### src/rtl/bcd_mod_counter.sv
// bcd_mod_counter: two-digit BCD modulo counter with up/down, validated load and combinational terminal count
module bcd_mod_counter #(
   parameter int MAX_VAL = 59,
   parameter int MIN_VAL = 0,
   parameter int RST_VAL = 0
) (
   input  logic       clk,
   input  logic       rst,
   input  logic       en,
   input  logic       dec,
   input  logic       ld,
   input  logic [3:0] ld_tens,
   input  logic [3:0] ld_ones,
   output logic [3:0] tens,
   output logic [3:0] ones,
   output logic       tc,
   output logic       ld_err
);
   localparam logic [3:0] MAX_T = 4'(MAX_VAL / 10);
   localparam logic [3:0] MAX_O = 4'(MAX_VAL % 10);
   localparam logic [3:0] MIN_T = 4'(MIN_VAL / 10);
   localparam logic [3:0] MIN_O = 4'(MIN_VAL % 10);
   localparam logic [3:0] RST_T = 4'(RST_VAL / 10);
   localparam logic [3:0] RST_O = 4'(RST_VAL % 10);
   if (MAX_VAL > 99 || MIN_VAL < 0 || MIN_VAL >= MAX_VAL || RST_VAL < MIN_VAL || RST_VAL > MAX_VAL) begin : g_bad_params
      $fatal(1, "bcd_mod_counter: illegal MAX_VAL/MIN_VAL/RST_VAL");
   end
   logic [3:0] tens_q, tens_d, ones_q, ones_d;
   logic       ld_err_q, ld_err_d;
   logic       at_max, at_min, ld_ok;
   int         ld_v;
   assign at_max = tens_q == MAX_T && ones_q == MAX_O;
   assign at_min = tens_q == MIN_T && ones_q == MIN_O;
   assign ld_v   = 10 * int'(ld_tens) + int'(ld_ones);
   assign ld_ok  = ld_tens <= 4'd9 && ld_ones <= 4'd9 && ld_v >= MIN_VAL && ld_v <= MAX_VAL;
   assign tc     = rst & en & ~ld & (dec ? at_min : at_max);
   assign tens   = tens_q;
   assign ones   = ones_q;
   assign ld_err = ld_err_q;
   // next digits: load beats count; each digit steps in BCD with carry/borrow and range wrap
   always_comb begin
      tens_d   = tens_q;
      ones_d   = ones_q;
      ld_err_d = 1'b0;
      if (ld) begin
         tens_d   = ld_ok ? ld_tens : tens_q;
         ones_d   = ld_ok ? ld_ones : ones_q;
         ld_err_d = ~ld_ok;
      end else if (en && !dec) begin
         tens_d = at_max ? MIN_T : (ones_q == 4'd9) ? tens_q + 4'd1 : tens_q;
         ones_d = at_max ? MIN_O : (ones_q == 4'd9) ? 4'd0 : ones_q + 4'd1;
      end else if (en) begin
         tens_d = at_min ? MAX_T : (ones_q == 4'd0) ? tens_q - 4'd1 : tens_q;
         ones_d = at_min ? MAX_O : (ones_q == 4'd0) ? 4'd9 : ones_q - 4'd1;
      end
   end
   // state registers with synchronous active-low reset
   always_ff @(posedge clk) begin
      if (!rst) begin
         tens_q   <= RST_T;
         ones_q   <= RST_O;
         ld_err_q <= 1'b0;
      end else begin
         tens_q   <= tens_d;
         ones_q   <= ones_d;
         ld_err_q <= ld_err_d;
      end
   end
endmodule

### config.mk
export PLATFORM = sky130hd
export DESIGN_NAME = bcd_mod_counter
export DESIGN_NICKNAME = d
export VERILOG_FILES = /design/src/rtl/bcd_mod_counter.sv
export SDC_FILE = /design/constraint.sdc
export NUM_CORES = 1
export LEC_CHECK = 0
export CAP_MARGIN = 30
export CORE_MARGIN = 2
export CORE_UTILIZATION = 55
export CTS_CLUSTER_SIZE = 14
export DETAILED_ROUTE_END_ITERATION = 8
export PLACE_DENSITY = 0.95
export RECOVER_POWER = 100
export SYNTH_ARGS = -nofsm -noshare
export SYNTH_HDL_FRONTEND = slang
export SYNTH_SLANG_ARGS = --single-unit
### constraint.sdc
create_clock -name clk -period 6.8 [get_ports clk]
set_input_delay 1.36 -clock clk [delete_from_list [all_inputs] [get_ports clk]]
set_output_delay 1.36 -clock clk [all_outputs]
set_load 0.01 [all_outputs]
==> flow_metrics.py <==
metrics = {
    "run_status": {
        "status": "finished, final reports clean",
    },
    "yosys": {
        "synth_largest_area_cell": "dfxtp_1",
        "seq_area_frac_synth_pct": 16.3,
        "synth_xor_area_share_pct": 1.59,
        "syn_inst": 141,
        "synth_fp_nets": 166,
        "synth_edf_count": 0,
        "synthMuxAreaShare_pct": 4.54,
        "synth_top_family_by_area": "compound AO/OA/AOI/OAI gates",
        "synth_adder_area_share_pct": 16.0,
        "syn_area_um2": 1100,
        "synthArstFlopShare_pct": 0,
        "synth_flop_cell": "dfxtp_1",
        "yosys.area_share.simple_pct": 25.7,
        "post_synth_main_area_contributors": "dfxtp_1, ha_1, mux2i_1",
        "yosysMostFrequentCell": "nand2_1",
        "synth_cell_types": 46,
        "synth_top_cell_area_share_pct": 16.3,
        "ys_warn_count": 0,
        "syn_avg_cell_area_um2": 7.83,
        "ys_ff_latch": 9,
        "synth-compound-area-share_pct": 31.1,
        "synth_common_cells": "nand2_1, ha_1, clkbuf_1, dfxtp_1, o21ai_0",
    },
    "setup_path": {
        "slowest_stage": "a311oi_1",
        "cp-start-kind": "primary input",
        "cp-end-kind": "register",
        "cp_num_cells": 9,
        "required_ns": 6.95,
        "r2r_start": "ones[0]",
        "crit_type": "in2reg",
        "path_buf_inv": 1,
        "crit_chain": "dlygate4sd3_1 > ha_1 > ha_1 > fa_1 > and4bb_2 > nand4b_1 > a311oi_1 > a21oi_1 > mux2i_1",
        "path_common_cell": "ha_1",
        "r2r_cells": 5,
        "rrSetupSlack_ns": 4.87,
        "crit_path_max_incr_delay_ns": 0.95,
        "crit_family": "compound AO/OA/AOI/OAI gates",
        "critical_path_arrival_ns": 4.94,
        "r2r_end": "tens[1]",
        "cp_max_fo": 9,
    },
    "global_routing": {
        "grt_util_met1_pct": 26.8,
        "grt_pass1_vias": 1103,
        "grt_use_met3_pct": 5.21,
        "grt.met2_usage_pct": 43.6,
        "gr-usage-all-layers_pct": 24.4,
        "grt_pass1_wl_um": 4620,
        "top_usage_layer": "met2",
        "grt_max_degree": 19,
        "antenna_found_initial": 0,
        "grt.overflow.total": 0,
    },
    "clocking": {
        "worstSkewPairLatency_ns": 0.27,
        "ctsResizeCount": 0,
        "post_cts_buffers": 0,
        "h-tree-depth": 1,
        "hold_buffers": 0,
        "cts_made_buffers": 3,
        "clock_tree.root_cell": "clkbuf_4",
        "cts_buffer_depth": 2,
        "cts_sinks": 9,
        "cts_tree": "built",
        "clk_pin_slew_ns": 0.07,
    },
    "die": {
        "rows": 16,
        "coreArea_um2": 1920,
        "fp.dieH_um": 48.8,
        "floorplan.initialDensity_pct": 57.4,
        "fp.dieW_um": 48.8,
        "die_area_um2": 2380,
        "ios": 23,
    },
    "cells_and_area": {
        "diodes": 0,
        "syn_to_final_growth_pct": 20.4,
        "drive_gt1_share_pct": 6.33,
        "fin_cells": 185,
        "nNetsFinal": 184,
    },
    "min_path": {
        "hp-start": "tens[1]",
        "hold_end": "tens[1]",
        "hold_path_class": "reg2reg",
        "holdPathStages": 2,
    },
    "timing": {
        "min_period_ns": 4.80,
        "fmax_mhz": 208,
        "skew_ns": 0.00217,
        "slew_headroom_pct": 21.9,
        "fin_tns_setup_ns": 0,
        "rsz0062_at_grt": "no",
        "setup_viol": 0,
        "finalHoldViolations": 0,
        "period_share_pct": 70.6,
        "maxSlewViolCount": 0,
        "tightest_slew_ns": 1.16,
    },
    "run": {
        "max_cap_violations": 0,
    },
    "placed_design": {
        "finalWeightedCongestion": 0.930,
        "portBuffers": 22,
        "placed_cells": 181,
        "hpwlAfterDp_um": 2200,
    },
    "power_and_ir_drop": {
        "power.density_nw_per_um2": 154,
        "vdd_drop_max_uv": 69.0,
        "leakagePower_nw": 0.546,
    },
    "route": {
        "vias": 1256,
        "routed_wl_um": 2880,
        "wl_per_cell_um": 15.6,
        "ant_nets": 0,
        "dr.pass1.iters": 5,
        "drtIter0Drc": 58,
        "viasPerCell": 6.79,
        "drc": 0,
    },
}
[cell type report]
class                           count  area [µm²]
Multi-Input combinational cell    118         850
Fill cell                         155         593
Timing Repair Buffer               22         220
Sequential cell                     9         180
Tap cell                           27        33.8
Clock buffer                        4        26.3
Inverter                            5        18.8
[sequential cells by signal (all words and copies together) (netlist names)]
| name | count |
|---|---|
| ones | 4 |
| tens | 4 |
| ld_err | 1 |
[cell usage in the layout (no fill, tap or decap), types with 3 or more instances in the layout]
| master | synthesis | routed |
|---|---|---|
| a211oi_1 | 3 | 3 |
| a21o_2 | 3 | 3 |
| a21oi_1 | 7 | 8 |
| a311oi_1 | 3 | 4 |
| a31oi_1 | 3 | 3 |
| clkbuf_4 | 0 | 3 |
| clkdlybuf4s50_1 | 0 | 11 |
| dfxtp_1 | 9 | 9 |
| dlygate4sd3_1 | 0 | 11 |
| ha_1 | 10 | 10 |
| inv_1 | 4 | 4 |
| mux2i_1 | 5 | 5 |
| nand2_1 | 11 | 11 |
| nand3_1 | 8 | 8 |
| nand4_1 | 4 | 4 |
| nand4b_1 | 3 | 3 |
| nor2_1 | 7 | 7 |
| nor2b_1 | 4 | 4 |
| o211ai_1 | 4 | 4 |
| o21ai_0 | 9 | 9 |
[metal layers]
| layer | vias to the layer above | share of wire [%] |
|---|---|---|
| met1 | 588 | 39 |
| met3 | 13 | 7.2 |
| met2 | 79 | 50 |
| li1 | 576 | - |
| met5 | - | 0 |
| met4 | 0 | 3.2 |
[tightest hold or removal path, stage by stage (launching register included)]
cell	delay, ns
dfxtp_1	0.36
nand2_1	0.08
mux2i_1	0.07
[logic make-up after synthesis]
family / count (synthesis)
simple gates: 51
compound gates: 47
buf+inv: 14
fa+ha+maj: 13
flops: 9
mux: 5
xor+xnor: 2
[through the flow]
| step | utilization, % | power, mW | hold WS [ns] | instance area [µm²] | worst slack, ns |
|---|---|---|---|---|---|
| final | 69.1 | 0.205 | 0.559 | 1330 | 2.00 |
| after CTS | 70.2 | 0.208 | 0.560 | 1350 | 2.28 |
| after detailed placement | 68.9 | 0.165 | 0.551 | 1320 | 2.30 |
| after floorplan | - | 0.132 | 0.530 | 1100 | 3.15 |
| after global placement | 68.9 | 0.160 | 0.516 | 1320 | 2.38 |
| after global routing | 69.1 | 0.216 | 0.578 | 1330 | 1.76 |
[worst max path at each step]
| stage | slack [ns] | endpoint | start |
|---|---|---|---|
| global route | 1.76 | tens[0] | ld_tens[3] |
| finish | 2.00 | tens[1] | ld_tens[3] |
| detailed placement | 2.30 | tc | ld |
| floorplan | 3.15 | ones[0] | ld_tens[1] |
| global placement | 2.38 | tc | ld |
| CTS | 2.28 | tc | ld |
[power breakdown]
group | switching, mW | total (mW) | internal, mW
Clock | 0.0220 | 0.0448 | 0.0228
Sequential | 0.0111 | 0.0688 | 0.0577
Combinational | 0.0463 | 0.0911 | 0.0447
Total | 0.0794 | 0.205 | 0.125
Power figures use the tool's default switching activity.
